[config.mk]
export PLATFORM = sky130hd
export DESIGN_NAME = z80_alu_unit
export DESIGN_NICKNAME = d
export VERILOG_FILES = /design/src/rtl/z80_alu_unit.sv
export SDC_FILE = /design/constraint.sdc
export NUM_CORES = 1
export LEC_CHECK = 0
export ABC_AREA = 1
export ABC_CLOCK_PERIOD_IN_PS = 3800
export CORE_MARGIN = 2
export CORE_UTILIZATION = 36
export DETAILED_ROUTE_END_ITERATION = 7
export PLACE_DENSITY = 0.69
export SYNTH_ARGS = -nofsm -noshare
export SYNTH_HDL_FRONTEND = slang
export SYNTH_SLANG_ARGS = --single-unit
[constraint.sdc]
create_clock -name clk -period 3.8 [get_ports clk]
set_clock_uncertainty 0.15 [all_clocks]
set_input_delay 0.76 -clock clk [delete_from_list [all_inputs] [get_ports clk]]
set_output_delay 0.76 -clock clk [all_outputs]
set_load 0.01 [all_outputs]
[src/rtl/z80_alu_unit.sv]
// Z80-style ALU datapath: ACT/TMP operand latches, RES/F result registers and one-cycle register-file load strobes.
// Optional build macro Z80_ALU_UNDOC_FLAGS_EN copies the undocumented Y/X flag bits; without it F[5] and F[3] stay 0.
module z80_alu_unit (
    input  logic       clk,
    input  logic       reset,
    input  logic [3:0] alu_sel,
    input  logic [7:0] db_in,
    input  logic [7:0] r_sel,
    output logic [7:0] alu_out,
    output logic [7:0] ld_r,
    output logic [3:0] re_r,
    output logic [7:0] acc_io,
    output logic [7:0] flag_io
);

    typedef enum logic [3:0] {
        OP_NOP    = 4'h0,
        OP_LD_ACT = 4'h1,
        OP_LD_TMP = 4'h2,
        OP_ADD    = 4'h3,
        OP_ADC    = 4'h4,
        OP_SUB    = 4'h5,
        OP_SBC    = 4'h6,
        OP_AND    = 4'h7,
        OP_XOR    = 4'h8,
        OP_OR     = 4'h9,
        OP_CP     = 4'hA,
        OP_INC    = 4'hB,
        OP_DEC    = 4'hC,
        OP_DRIVE  = 4'hD,
        OP_NOP_E  = 4'hE,
        OP_NOP_F  = 4'hF
    } alu_op_e;

    alu_op_e    op;
    logic [7:0] act_q, act_d, tmp_q, tmp_d, res_q, res_d, f_q, f_d;
    logic       ld_a_q, ld_a_d, ld_f_q, ld_f_d;

    logic [8:0] wide;
    logic [4:0] nib;
    logic [7:0] alu_res;
    logic       cy, c_f, h_f, v_f, n_f, y_f, x_f, is_alu;

    assign op = alu_op_e'(alu_sel);

    // NOTE: every variable gets a default before the case so no path leaves one unassigned (no latch).
    always_comb begin
        act_d   = act_q;
        tmp_d   = tmp_q;
        res_d   = res_q;
        f_d     = f_q;
        ld_a_d  = 1'b0;
        ld_f_d  = 1'b0;
        cy      = 1'b0;
        wide    = '0;
        nib     = '0;
        alu_res = '0;
        c_f     = f_q[0];
        h_f     = 1'b0;
        v_f     = 1'b0;
        n_f     = 1'b0;
        y_f     = 1'b0;
        x_f     = 1'b0;

        case (op)
            OP_LD_ACT: act_d = db_in;
            OP_LD_TMP: tmp_d = db_in;
            OP_ADD, OP_ADC: begin
                cy      = (op == OP_ADC) & f_q[0];
                wide    = {1'b0, act_q} + {1'b0, tmp_q} + {8'd0, cy};
                nib     = {1'b0, act_q[3:0]} + {1'b0, tmp_q[3:0]} + {4'd0, cy};
                alu_res = wide[7:0];
                c_f     = wide[8];
                h_f     = nib[4];
                v_f     = (act_q[7] == tmp_q[7]) && (alu_res[7] != act_q[7]);
            end
            OP_SUB, OP_SBC, OP_CP: begin
                // Zero-extended subtraction: bit 8 / bit 4 of the difference are the borrows.
                cy      = (op == OP_SBC) & f_q[0];
                wide    = {1'b0, act_q} - {1'b0, tmp_q} - {8'd0, cy};
                nib     = {1'b0, act_q[3:0]} - {1'b0, tmp_q[3:0]} - {4'd0, cy};
                alu_res = wide[7:0];
                c_f     = wide[8];
                h_f     = nib[4];
                v_f     = (act_q[7] != tmp_q[7]) && (alu_res[7] != act_q[7]);
                n_f     = 1'b1;
            end
            OP_AND, OP_XOR, OP_OR: begin
                alu_res = (op == OP_AND) ? (act_q & tmp_q) :
                          (op == OP_XOR) ? (act_q ^ tmp_q) : (act_q | tmp_q);
                h_f     = (op == OP_AND);
                c_f     = 1'b0;
                v_f     = ~^alu_res;
            end
            OP_INC: begin
                alu_res = tmp_q + 8'd1;
                h_f     = (tmp_q[3:0] == 4'hF);
                v_f     = (tmp_q == 8'h7F);
            end
            OP_DEC: begin
                alu_res = tmp_q - 8'd1;
                h_f     = (tmp_q[3:0] == 4'h0);
                v_f     = (tmp_q == 8'h80);
                n_f     = 1'b1;
            end
            default: ;
        endcase

`ifdef Z80_ALU_UNDOC_FLAGS_EN
        // CP takes Y/X from the operand rather than the discarded difference.
        y_f = (op == OP_CP) ? tmp_q[5] : alu_res[5];
        x_f = (op == OP_CP) ? tmp_q[3] : alu_res[3];
`endif

        is_alu = (op >= OP_ADD) && (op <= OP_DEC);
        if (is_alu) begin
            f_d    = {alu_res[7], (alu_res == 8'h00), y_f, h_f, x_f, v_f, n_f, c_f};
            ld_f_d = 1'b1;
            if (op != OP_CP) begin
                res_d  = alu_res;
                ld_a_d = 1'b1;
            end
        end
    end

    // NOTE: synchronous reset clears every register, including the strobe, so a reset edge cancels a pending op.
    always_ff @(posedge clk) begin
        if (!reset) begin
            act_q  <= '0;
            tmp_q  <= '0;
            res_q  <= '0;
            f_q    <= '0;
            ld_a_q <= 1'b0;
            ld_f_q <= 1'b0;
        end else begin
            act_q  <= act_d;
            tmp_q  <= tmp_d;
            res_q  <= res_d;
            f_q    <= f_d;
            ld_a_q <= ld_a_d;
            ld_f_q <= ld_f_d;
        end
    end

    logic unused_r_sel;
    assign unused_r_sel = &{1'b0, r_sel[7:4]};

    assign alu_out = (op == OP_DRIVE) ? res_q : 8'h00;
    assign re_r    = (op == OP_LD_TMP) ? r_sel[3:0] : 4'h0;
    assign ld_r    = {6'b0, ld_f_q, ld_a_q};
    assign acc_io  = res_q;
    assign flag_io = f_q;

endmodule

==> results.yml, run 1 <==
outcome:
  status: "finished clean"
clocking:
  cts_hold_buf: 0
  cts_tree: "built"
  ctsRootBufferMaster: "clkbuf_8"
  cts_max_level: 2
  cts_buffers: 5
  cts_buffer_depth: 2
  clk_pin_slew_ps: 70
  cts_sinks: 32
  worstSkewPairLatency_ps: 290
worst_setup_path:
  arrival_ps: 2690
  critPathMaxStageDelay_ps: 550
  start_kind: "input port"
  cp_max_fo: 6
  crit_slowest_cell: "clkdlybuf4s50_1"
  crit_family: "buffers and inverters"
  critPathKind: "in2out"
  critPathRequiredTime_ps: 2890
  endpoint_kind: "primary output"
  worst-path-buf-inv: 5
  crit_chain: "clkdlybuf4s50_1 -> nor2_2 -> inv_1 -> nor3_1 -> buf_4 -> inv_1 -> nor2_1 -> clkdlybuf4s50_1"
logic_synthesis:
  synth_seq_area_share: 0.183
  async_flop_share: 0
  synth_cells: 580
  syn_avg_cell_area_um2: 6.02
  synth_seq_cells: 32
  synth_top_area_share: 0.183
  mappedNetlistArea_mm2: 0.00349
  yosysWarnings: 0
  synth_cell_types: 34
  synth_largest_area_cell: "dfxtp_1"
  synthFlopType: "dfxtp_1"
  synth_area_leaders: "dfxtp_1, nand2_1, ha_1"
  synth-edff-count: 0
worst_hold_path:
  min_path_type: "reg2reg"
floorplan:
  io-pin-count: 58
  dieArea_mm2: 0.0105
  core_mm2: 0.00933
  num_rows: 35
  die_h_um: 103
  die_w_um: 103
  start_util: 0.375
placement:
  hpwl_um: 8480
  globalplace.congestion: 0.905
  io_buffer_count: 45
finish:
  n_antenna_cell: 0
  nets: 694
  fill_cells: 1028
  drive_gt1_frac: 0.0759
  utilization: 0.450
  syn2layout_area_growth_pct: 20.3
power:
  p_comb_frac: 0.351
  ir_worst_vdd_uv: 162
  power_density_mw_per_mm2: 263
  switchingPower_uw: 395
  pwr-share-seq: 0.345
  swShare: 0.357
  power_mw: 1.11
  clockPowerShare: 0.304
  intPower_uw: 712
  power_leakage_nw: 2.12
timing:
  rsz0062_at_grt: "false"
  slew-limit-headroom: 0.621
  worstMarginPinSlew_ps: 567
  fmax_mhz: 278
  hold_violations: 0
  maxSlewViolCount: 0
  tns_ps: 0
  period_minus_slack_ps: 3600
  setup_viol: 0
  fin_crit_sh: 0.947
route:
  drc: 0
  avgRoutedWirePerCell_um: 13.6
  dr.pass1.iters: 5
  routedLengthMet1_um: 4870
  via_per_inst: 4.84
  wl_met2_um: 4800
  vias: 3686
  met3_length_um: 438
  routed.top_layer: "met4"
  drt-total-wl_um: 10300
  ant_nets: 0
  drt-initial-drc-count: 250
global_routing:
  grt.total_usage: 0.206
  grt_pass1_vias: 3482
  grt_pass1_wl_um: 16900
  antenna_found_initial: 0
  grt-ovfl-total: 0
  grt_max_degree: 25
run:
  cap_viol_max_count: 0
layout by cell type, fill, tap and decap left out, types with 2 or more instances in the layout:
cell type / count
a21oi_1: 51
buf_4: 14
clkbuf_8: 5
clkdlybuf4s50_1: 45
conb_1: 8
dfxtp_1: 32
fa_1: 5
ha_1: 36
inv_1: 89
inv_2: 6
nand2_1: 164
nand2_2: 6
nand2_4: 2
nand3_1: 45
nand4_1: 5
nor2_1: 40
nor2_2: 4
nor2_4: 2
nor3_1: 3
o211ai_1: 2
o21ai_0: 42
o21ai_2: 2
o21bai_1: 4
or2_0: 4
or2_2: 3
xor2_1: 3
power by group through the flow:
stage / clock, mW / sequential, mW / combinational (mW)
final: 0.337 / 0.382 / 0.388
after global routing: 0.361 / 0.385 / 0.439
after CTS: 0.342 / 0.382 / 0.386
after detailed placement: 0 / 0.390 / 0.384
after global placement: 0 / 0.389 / 0.376
after floorplan: 0 / 0.392 / 0.249
cell usage after synthesis, types with 2 or more instances:
master / count
buf_2: 2
clkbuf_1: 5
dfxtp_1: 32
nand2_4: 2
or2_2: 3
o21ai_2: 2
nor2_2: 3
nand2_2: 6
inv_1: 89
fa_1: 5
nand3_1: 45
nand2_1: 164
nor3_1: 3
o211ai_1: 2
or2_0: 4
a21oi_1: 51
buf_4: 13
inv_2: 6
o21ai_0: 42
o21bai_1: 4
nor2_1: 41
buf_6: 2
ha_1: 36
nor2_4: 2
nand4_1: 5
xor2_1: 3
kinds of logic (layout without fill, tap and decap cells):
group	Yosys count	in the layout	share of synthesized area
other	1	8	0.00107
xor gates and xnor gates	4	4	0.0100
AOI/OAI and AO/OA	104	104	0.158
adders and majority gates	41	41	0.158
and+or+nand+nor	280	280	0.343
buffers and inverters	118	163	0.146
DFF	32	32	0.183
metal layers:
layer,global-route usage,vias to the layer above
met5,0,-
met4,0.0646,0
met3,0.0183,11
met2,0.337,89
met1,0.288,1670
li1,-,1916
cell type report:
class / count / area (um^2) / share of cell area
clock inverter: 3 / 42.5 / 0.0101
clock buffer: 5 / 68.8 / 0.0164
inverter: 96 / 363 / 0.0864
multi-input combinational: 437 / 2370 / 0.564
tap: 129 / 161 / 0.0384
sequential: 32 / 641 / 0.152
timing repair buffer: 59 / 556 / 0.132
worst min-delay path: cells and delay by family, from the launching register on:
| family | cells | cell delay (ps) |
|---|---|---|
| DFF | 1 | 320 |
| and+or+nand+nor | 2 | 100 |
final timing paths:
check	endpoint	start	slack [ps]	cells after the start
min reg2reg	flag_io[2]$_SDFFE_PN0P_	flag_io[2]$_SDFFE_PN0P_	310	2
max	re_r[0]	alu_sel[3]	200	8
max reg2reg	flag_io[6]$_SDFFE_PN0P_	tmp_q[0]$_SDFFE_PN0N_	790	14
min	flag_io[2]$_SDFFE_PN0P_	flag_io[2]$_SDFFE_PN0P_	310	2
through the flow:
stage / area [um^2] / hold WS [ps] / instances / worst slack [ps]
5_1_grt: 4200 / 353 / 761 / 21.3
2_1_floorplan: 3520 / 324 / 587 / 745
6_report: 4200 / 309 / 761 / 201
3_3_place_gp: 4090 / 296 / 753 / 46.7
3_5_place_dp: 4090 / 300 / 753 / 3.58
4_1_cts: 4200 / 311 / 761 / 148
what timing repair did:
action                     4_1_cts  5_1_grt
setup endpoints to repair        0        3
buffers inserted                 0        0
resized for setup                0        1
flip-flops by register name, indices dropped and copies added, names as in the netlist:
signal,flops
acc_io,8
act_q,8
tmp_q,8
flag_io,6
ld_a_q,1
ld_f_q,1
No activity file was read; power rests on OpenSTA's default activity.
==> run 2, diff against run 1 <==
--- a/config.mk
+++ b/config.mk
@@ -11,6 +11,7 @@
 export CORE_UTILIZATION = 36
 export DETAILED_ROUTE_END_ITERATION = 7
 export PLACE_DENSITY = 0.69
+export SLEW_MARGIN = 0
 export SYNTH_ARGS = -nofsm -noshare
 export SYNTH_HDL_FRONTEND = slang
 export SYNTH_SLANG_ARGS = --single-unit
==> results of run 2 <==
The final DEF is identical to that of run 1; final timing and power are the same.
==> run 3, diff against run 2 <==
--- a/config.mk
+++ b/config.mk
@@ -11,6 +11,7 @@
 export CORE_UTILIZATION = 36
 export DETAILED_ROUTE_END_ITERATION = 7
 export PLACE_DENSITY = 0.69
+export SETUP_SLACK_MARGIN = 0.4
 export SLEW_MARGIN = 0
 export SYNTH_ARGS = -nofsm -noshare
 export SYNTH_HDL_FRONTEND = slang
==> results.yml, run 3 (synthesized netlist as in run 1, its figures left out) <==
power:
  ir_worst_vdd_uv: 162
  swShare: 0.360
  pwr-share-seq: 0.344
  switchingPower_uw: 400
  p_comb_frac: 0.353
  clockPowerShare: 0.303
  power_density_mw_per_mm2: 264
  power_mw: 1.11
  intPower_uw: 712
  power_leakage_nw: 2.14
route:
  vias: 3724
  drc: 0
  via_per_inst: 4.89
  drt-total-wl_um: 10400
  drt-initial-drc-count: 277
  avgRoutedWirePerCell_um: 13.6
  dr.pass1.iters: 5
  ant_nets: 0
worst_setup_path:
  cp_max_fo: 5
  critPathKind: "in2reg"
  timing.rr.start: "tmp_q[0]$_SDFFE_PN0N_"
  worst-r2r-cell-count: 14
  rrSetupSlack_ps: 790
  r2r-end: "flag_io[6]$_SDFFE_PN0P_"
  endpoint_kind: "register"
  critPathRequiredTime_ps: 3890
  arrival_ps: 3360
  start_kind: "input port"
placement:
  placed_cell_area_mm2: 0.00409
  globalplace.congestion: 0.905
  hpwl_um: 8480
  place_inst: 753
  dp_slack_ps: 3.58
  io_buffer_count: 45
global_routing:
  antenna_found_initial: 0
  grt-ovfl-total: 0
  grt.total_usage: 0.206
  grt_pass1_wl_um: 16900
  grt_max_degree: 25
  grt_pass1_vias: 3473
clocking:
  worstSkewPairLatency_ps: 290
  clk_pin_slew_ps: 70
  ctsRootBufferMaster: "clkbuf_8"
  cts_buffer_depth: 2
  cts_max_level: 2
  cts_sinks: 32
  cts_buffers: 5
  cts_tree: "built"
  cts_hold_buf: 0
timing:
  fmax_mhz: 306
  worstMarginPinSlew_ps: 563
  slew-limit-headroom: 0.624
  rsz0062_at_grt: "false"
  hold_violations: 0
  maxSlewViolCount: 0
  fin_crit_sh: 0.860
  period_minus_slack_ps: 3270
  hold_slack_ps: 310
  fin_ws_ps: 532
  setup_viol: 0
  tns_ps: 0
outcome:
  status: "finished clean"
floorplan:
  start_util: 0.375
  core_mm2: 0.00933
  num_rows: 35
  dieArea_mm2: 0.0105
  die_h_um: 103
  io-pin-count: 58
  die_w_um: 103
finish:
  instances_no_fill: 762
  syn2layout_area_growth_pct: 20.5
  n_antenna_cell: 0
  layout_common_cells: "nand2_1, inv_1, a21oi_1, nand3_1, o21ai_0"
  nets: 695
  stdcell_area_mm2: 0.00421
  final_common_cell: "nand2_1"
  utilization: 0.451
  drive_gt1_frac: 0.0885
worst_hold_path:
  holdCritStartpoint: "flag_io[2]$_SDFFE_PN0P_"
  holdPathEnd: "flag_io[2]$_SDFFE_PN0P_"
  min_path_cells: 2
  min_path_type: "reg2reg"
run:
  cap_viol_max_count: 0
-- run 3: cell types whose count changed in the layout (fill, tap and decap cells not counted), sizes merged --
| cell | before | now |
|---|---|---|
| dlygate4sd2 | 0 | 7 |
| clkbuf | 5 | 6 |
| clkdlybuf4s50 | 45 | 37 |
| buf | 14 | 15 |
-- run 3: timing repair --
| item | 4_1_cts | 5_1_grt |
|---|---|---|
| buffers inserted | 0 | 1 |
| gates resized for setup | 15 | 2 |
| pin swaps | 6 | 6 |
| endpoints found under the hold margin | 0 | 0 |
| setup endpoints to repair | 10 | 6 |
| cloned | 0 | 0 |
-- run 3: power by group through the flow --
| stage | sequential, mW | clock (mW) | combinational, mW |
|---|---|---|---|
| floorplan | 0.392 | 0 | 0.249 |
| detailed placement | 0.390 | 0 | 0.384 |
| finish | 0.382 | 0.337 | 0.393 |
| global route | 0.385 | 0.361 | 0.442 |
| global placement | 0.389 | 0 | 0.376 |
| CTS | 0.382 | 0.342 | 0.389 |
-- run 3: layout make-up --
class | instances | area (um^2)
Clock buffer | 5 | 68.8
Multi-Input combinational cell | 437 | 2380
Timing Repair Buffer | 60 | 549
Clock inverter | 3 | 42.5
Fill cell | 1034 | 5120
Sequential cell | 32 | 641
Tap cell | 129 | 161
Inverter | 96 | 363
-- run 3: worst max-delay path, cell delays in order --
cell and delay [ps]:
dlygate4sd2_1 310, nor2_4 140, buf_4 130, nand3_1 70, fa_1 420, fa_1 400
inv_1 110, nand4_1 110, o211ai_1 170, a21oi_1 100, o21ai_0 100, nand2_1 90
nor2_1 240, nand4_1 130, nand2_1 80
-- run 3: how the worst max path moves through the flow --
stage,from,endpoint,slack (ps),cells after the start
detailed placement,alu_sel[1],flag_io[6]$_SDFFE_PN0P_,4,17
floorplan,alu_sel[0],flag_io[6]$_SDFFE_PN0P_,740,16
CTS,alu_sel[3],flag_io[6]$_SDFFE_PN0P_,530,20
finish,alu_sel[3],flag_io[6]$_SDFFE_PN0P_,530,15
global route,alu_sel[1],flag_io[2]$_SDFFE_PN0P_,410,22
global placement,alu_sel[0],flag_io[6]$_SDFFE_PN0P_,50,16
-- run 3: metal layers --
metal | vias to the layer above | global-route usage | wire (um)
li1 | 1919 | - | -
met1 | 1705 | 0.288 | 4910
met2 | 85 | 0.338 | 4880
met3 | 15 | 0.0183 | 383
met4 | 0 | 0.0646 | 224
met5 | - | 0 | 0
==> RTL change 1 (settings of run 1) <==
The option `Z80_ALU_UNDOC_FLAGS_EN` is turned on by a define.
--- a/src/rtl/z80_alu_unit.sv
+++ b/src/rtl/z80_alu_unit.sv
@@ -1,4 +1,6 @@
 // Z80-style ALU datapath: ACT/TMP operand latches, RES/F result registers and one-cycle register-file load strobes.
 // Optional build macro Z80_ALU_UNDOC_FLAGS_EN copies the undocumented Y/X flag bits; without it F[5] and F[3] stay 0.
+`define Z80_ALU_UNDOC_FLAGS_EN
+
 module z80_alu_unit (
     input  logic       clk,
Check against the original RTL: not equivalent (Yosys sat finds a counterexample within 4 cycles, from zero or initial values and one cycle with reset low).
==> RTL change 1 against run 1 <==
  * Final area up 5.1%
  * Die area up 2.9%
  * Power increased by 13%
  * Area after synthesis is 3.0% higher
  * Sequential cell count up 2
  * Worst setup slack worse by 26 ps
  * Register-to-register slack worse by 270 ps
  * Via count increased by 9.9%
  * Maximum frequency down 0.71%
  * Wire length grew 10%
  * Largest power group is now the clock network
==> RTL change 1: results (changes against run 1) <==
| Metric | Value |
|---|---|
| Hold Startpoint | flag_io[7] |
| Post-synth top cells | nand2_1, inv_1, nand3_1 |
| Post-CTS setup buffers | 0 (unchanged) |
| Inserted Clock Buffers | 5 (unchanged) |
| Crit path DAT | 2710 ps (+20 ps) |
| Measured slew at the worst slew-check pin | 583 ps (+15.7 ps) |
| Fraction of registers with async set/reset | 0% (unchanged) |
| Largest net degree at the start of global routing | 18 (-28%) |
| Vias in the first global route | 3768 (+8.2%) |
| Register-to-Register Path Depth | 14 (unchanged) |
| Gr usage total | 20.9% (+0.28 points) |
| Skew-Pair Late Insertion Delay | approximately 300 ps |
| Fillcell total | 1029 (+0.097%) |
| Vias | 4051 (+9.9%) |
| Synth area leader | dfxtp_1 |
| Nets | 718 (+3.5%) |
| Global-route wire length before repair | 18300 um (+8.6%) |
| Layout cell share with drive strength beyond 1 | 8.54% (+0.94 points) |
| Buffer levels on the longest clock path | 2 (unchanged) |
| VDD IR-drop max | 0.000208 V (+28%) |
| Top cells by area, synth | dfxtp_1, nand2_1, ha_1 |
| GP Congestion | 0.970 (+7.2%) |
| Drt pass-1 iters | 5 (unchanged) |
| Reg-to-reg slack, setup | 520 ps (-270 ps) |
| Count of input and output buffers | 47 (+4.4%) |
| Hold depth | 2 (unchanged) |
| Cell variety after synth | 38 (+12%) |
| Clk pin slew, worst setup/hold paths | roughly 80 ps |
| Clock root cell | clkbuf_8 |
| Hold endpoint | flag_io[7] |
| CP Max Fanout | 5 (-1) |
| Sw Share | 33.5% (-2.2 points) |
| Pre-CTS setup slack | 31.6 ps (+28.0 ps) |
| Antenna cell count | 0 (unchanged) |
| PostCTS Resize Cnt | 0 (unchanged) |
| Reg2Reg Capture Point | flag_io[6] |
| 1st-iter DRT viols | 311 (+24%) |
| Sequential area share after synthesis | 18.9% (+0.58 points) |
| Status | finished, final reports clean |
| CTS H-tree lvls | 2 (unchanged) |
| Leak | 2.17 nW (+2.7%) |
| Hold Crit Class | reg2reg |
| Initial antenna violation count | 0 (unchanged) |
| Final WL | 11400 um (+10%) |
| Reg-to-Reg Start | tmp_q[0] |
| Post-DP HPWL | 9090 um (+7.2%) |
| Warnings from Yosys | 0 (unchanged) |
-- RTL change 1: worst max-delay path: stages --
cell and delay, ps:
clkdlybuf4s50_1 440, buf_4 160, nor2_1 180, inv_1 100, nor3_1 200, buf_4 170
inv_1 70, nor2_1 100, clkdlybuf4s50_1 550
-- RTL change 1: final cells by class --
type	count	area share, %
multi-input combinational	457	56.0
sequential	34	15.4
timing repair buffer	65	13.7
inverter	92	7.82
tap	133	3.77
clock buffer	6	1.87
clock inverter	2	1.36
-- RTL change 1: cells by family (layout without fill, tap and decap cells) --
family,after synthesis,in the layout,share of synthesized area [%]
AO/OA/AOI/OAI,92,92,13.7
XOR/XNOR,3,3,0.731
adder cells (fa/ha/maj),41,41,15.3
buffers and inverters,112,165,12.9
flip-flops,34,34,18.9
other,1,6,0.104
AND/OR/NAND/NOR,315,315,38.3
-- RTL change 1: power groups by stage --
stage	Combinational, mW	Sequential, mW	Clock (mW)
after detailed placement	0.406	0.412	0
after CTS	0.408	0.403	0.434
after global placement	0.400	0.411	0
after floorplan	0.257	0.415	0
final	0.414	0.404	0.429
after global routing	0.463	0.406	0.449
-- RTL change 1: how the worst max path moves through the flow --
| stage | startpoint | endpoint | slack, ps | cells after the start |
|---|---|---|---|---|
| floorplan | alu_sel[0] | flag_io[6] | 730 | 16 |
| global placement | alu_sel[1] | flag_io[6] | 70 | 15 |
| detailed placement | alu_sel[2] | flag_io[5] | 30 | 14 |
| CTS | alu_sel[3] | re_r[0] | 170 | 9 |
| global route | alu_sel[1] | flag_io[6] | 20 | 17 |
| finish | alu_sel[3] | re_r[1] | 180 | 9 |
-- RTL change 1: routing by layer --
metal	vias to the layer above	share of wire, %	track usage (%)
met5	-	0	0
met4	0	3.3	8.40
met3	28	7.2	3.01
met2	177	46	34.4
met1	1833	44	27.5
li1	2013	-	-
-- RTL change 1: per-stage QoR --
stage	hold slack (ps)	area (um2)	util, %	std cells	power (mW)
final	327	4420	45.4	789	1.25
after floorplan	328	3620	-	603	0.672
after CTS	321	4410	45.3	789	1.24
after global routing	339	4420	45.4	789	1.32
after global placement	304	4270	43.9	781	0.811
after detailed placement	310	4270	43.9	781	0.818
==> RTL change 2 (config.mk and constraints of run 1) <==
Without the edit above. Register the inputs `alu_sel`, `db_in` and `r_sel` before use, without a reset. The logic sees them one clock later.
--- a/src/rtl/z80_alu_unit.sv
+++ b/src/rtl/z80_alu_unit.sv
@@ -33,4 +33,14 @@
     } alu_op_e;
 
+    logic [3:0] alu_sel_q;
+    logic [7:0] db_q;
+    logic [7:0] r_sel_q;
+
+    always_ff @(posedge clk) begin
+        alu_sel_q <= alu_sel;
+        db_q      <= db_in;
+        r_sel_q   <= r_sel;
+    end
+
     alu_op_e    op;
     logic [7:0] act_q, act_d, tmp_q, tmp_d, res_q, res_d, f_q, f_d;
@@ -42,5 +52,5 @@
     logic       cy, c_f, h_f, v_f, n_f, y_f, x_f, is_alu;
 
-    assign op = alu_op_e'(alu_sel);
+    assign op = alu_op_e'(alu_sel_q);
 
     // NOTE: every variable gets a default before the case so no path leaves one unassigned (no latch).
@@ -64,6 +74,6 @@
 
         case (op)
-            OP_LD_ACT: act_d = db_in;
-            OP_LD_TMP: tmp_d = db_in;
+            OP_LD_ACT: act_d = db_q;
+            OP_LD_TMP: tmp_d = db_q;
             OP_ADD, OP_ADC: begin
                 cy      = (op == OP_ADC) & f_q[0];
@@ -144,8 +154,8 @@
 
     logic unused_r_sel;
-    assign unused_r_sel = &{1'b0, r_sel[7:4]};
+    assign unused_r_sel = &{1'b0, r_sel_q[7:4]};
 
     assign alu_out = (op == OP_DRIVE) ? res_q : 8'h00;
-    assign re_r    = (op == OP_LD_TMP) ? r_sel[3:0] : 4'h0;
+    assign re_r    = (op == OP_LD_TMP) ? r_sel_q[3:0] : 4'h0;
     assign ld_r    = {6'b0, ld_f_q, ld_a_q};
     assign acc_io  = res_q;
Function: changed (Yosys sat finds a counterexample within 4 cycles, from zero or initial values and one cycle with reset low).
==> RTL change 2 against run 1 <==
  * Global-route usage is 1.5 points lower
  * Largest power group is now sequential cells
  * Maximum frequency increased by 3.8%
  * Sequential cell count up 16
  * Area after synthesis grew 14%
  * Worst setup slack gained 130 ps
  * Critical path type is now reg2reg
  * Worst hold slack better by 15 ps
  * First-iteration DRC count increased by 17%
  * Wire length rose by 7.4%
  * Power up 24%
  * Final area up 9.7%
  * Sequential share of layout area is 5.6 points higher
  * Die area grew 14%
  * Critical endpoint is now flag_io[6]
==> RTL change 2: results (changes against run 1) <==
| Metric | Value |
|---|---|
| FF+latch count | 48 (+50%) |
| Hold WS | 324 ps (+15.3 ps) |
| Cell variety after synth | 41 (+21%) |
| Wire length per cell | 14.0 um (+3.1%) |
| Fillcell total | 1132 (+10%) |
| F_max | 0.288 GHz (+3.8%) |
| Measured slew at the worst slew-check pin | 643 ps (+75.6 ps) |
| Skew-Pair Late Insertion Delay | 320 ps (+30 ps) |
| Synth Area in XOR/XNOR | 0.657% (-0.35 points) |
| CLK BUF | 7 (+2) |
| Top cells by area, synth | dfxtp_1, nand2_1, ha_1 |
| Crit path DAT | 3580 ps (+890 ps) |
| Layout cell share with drive strength beyond 1 | 7.66% (+0.062 points) |
| Buffering overhead | 10.3% (-3.0 points) |
| Via/cell ratio | 5.08 (+4.9%) |
| Sequential area share after synthesis | 24.0% (+5.7 points) |
| Leak | 2.25 nW (+6.1%) |
| Core box area | 10800 um2 (+16%) |
| VDD IR-drop max | 0.000225 V (+39%) |
| Post-synth top cells | nand2_1, inv_1, nand3_1 |
| Gr usage total | 19.1% (-1.5 points) |
| Multi-input logic cell count | 451 (+3.2%) |
| Sequential Area | 961 um2 (+50%) |
| Vias in the first global route | 3710 (+6.5%) |
| Pre-CTS setup slack | 430 ps (+426 ps) |
| Fraction of area in multi-input gates | 54.1% (-2.3 points) |
| Inverters | 98 (+2.1%) |
| GP Congestion | 1.02 (+13%) |
| Nets | 715 (+3.0%) |
| Largest net degree at the start of global routing | 26 (+4.0%) |
| Mux cell area share after synthesis | 0% (unchanged) |
| DP Area | 4480 um2 (+9.6%) |
| 1st-iter DRT viols | 292 (+17%) |
| Slowest-stage cell, CP | dfxtp_1 |
| Clk cell area share | 2.74% (+0.092 points) |
| Reg-to-reg slack, setup | 330 ps (-460 ps) |
| Post-synthesis adder-cell area fraction | 13.8% (-2.0 points) |
| Status | finished, final reports clean |
| DP Cell Count | 785 (+4.2%) |
| Drt pass-1 iters | 6 (+1) |
| Gate Count Post-Synth | 614 (+5.9%) |
| CP Max Fanout | 6 (unchanged) |
| P&R area growth vs syn | 15.2% |
| Final WL | 11100 um (+7.4%) |
| Post-DP HPWL | 8790 um (+3.7%) |
| PostCTS Resize Cnt | 0 (unchanged) |
| Global-route wire length before repair | 17800 um (+5.6%) |
| Antenna cell count | 0 (unchanged) |
| Clk pin slew, worst setup/hold paths | 100 ps (+30 ps) |
| Buffers, non-clock | 48 (-19%) |
| Fraction of the mapped netlist area in compound gates | 11.0% (-4.8 points) |
[RTL change 2: cell types whose count changed after synthesis, sizes merged, moves of 3 or more]
cell and change:
nand4 +7, a21oi -10, nand3b +5, dfxtp +16
o21ai -9, nor2 +3, nand2 +8, o21bai -3
nand3 +17
[RTL change 2: routing by layer]
metal	part of all wire [%]	track usage, %
met1	44	24.3
met2	46	32.1
met3	7.2	3.79
met4	3.1	6.96
met5	0	0
[RTL change 2: critical path: cells and delay by family, from the launching register on]
family	cells	cell delay, ps
compound gates	3	400
buf+inv	1	130
flops	1	540
simple gates	9	1330
fa+ha+maj	2	850
[RTL change 2: final timing paths]
check	from	end	depth (start not counted)
worst max register to register	alu_sel_q[1]	flag_io[6]	15
worst min register to register	flag_io[7]	flag_io[7]	2
worst min-delay path	flag_io[7]	flag_io[7]	2
worst max-delay path	alu_sel_q[1]	flag_io[6]	15
[RTL change 2: report_power, final]
group	switching [mW]	total (mW)	internal (mW)
logic	0.239	0.395	0.156
clock network	0.185	0.418	0.233
registers	0.0259	0.563	0.537
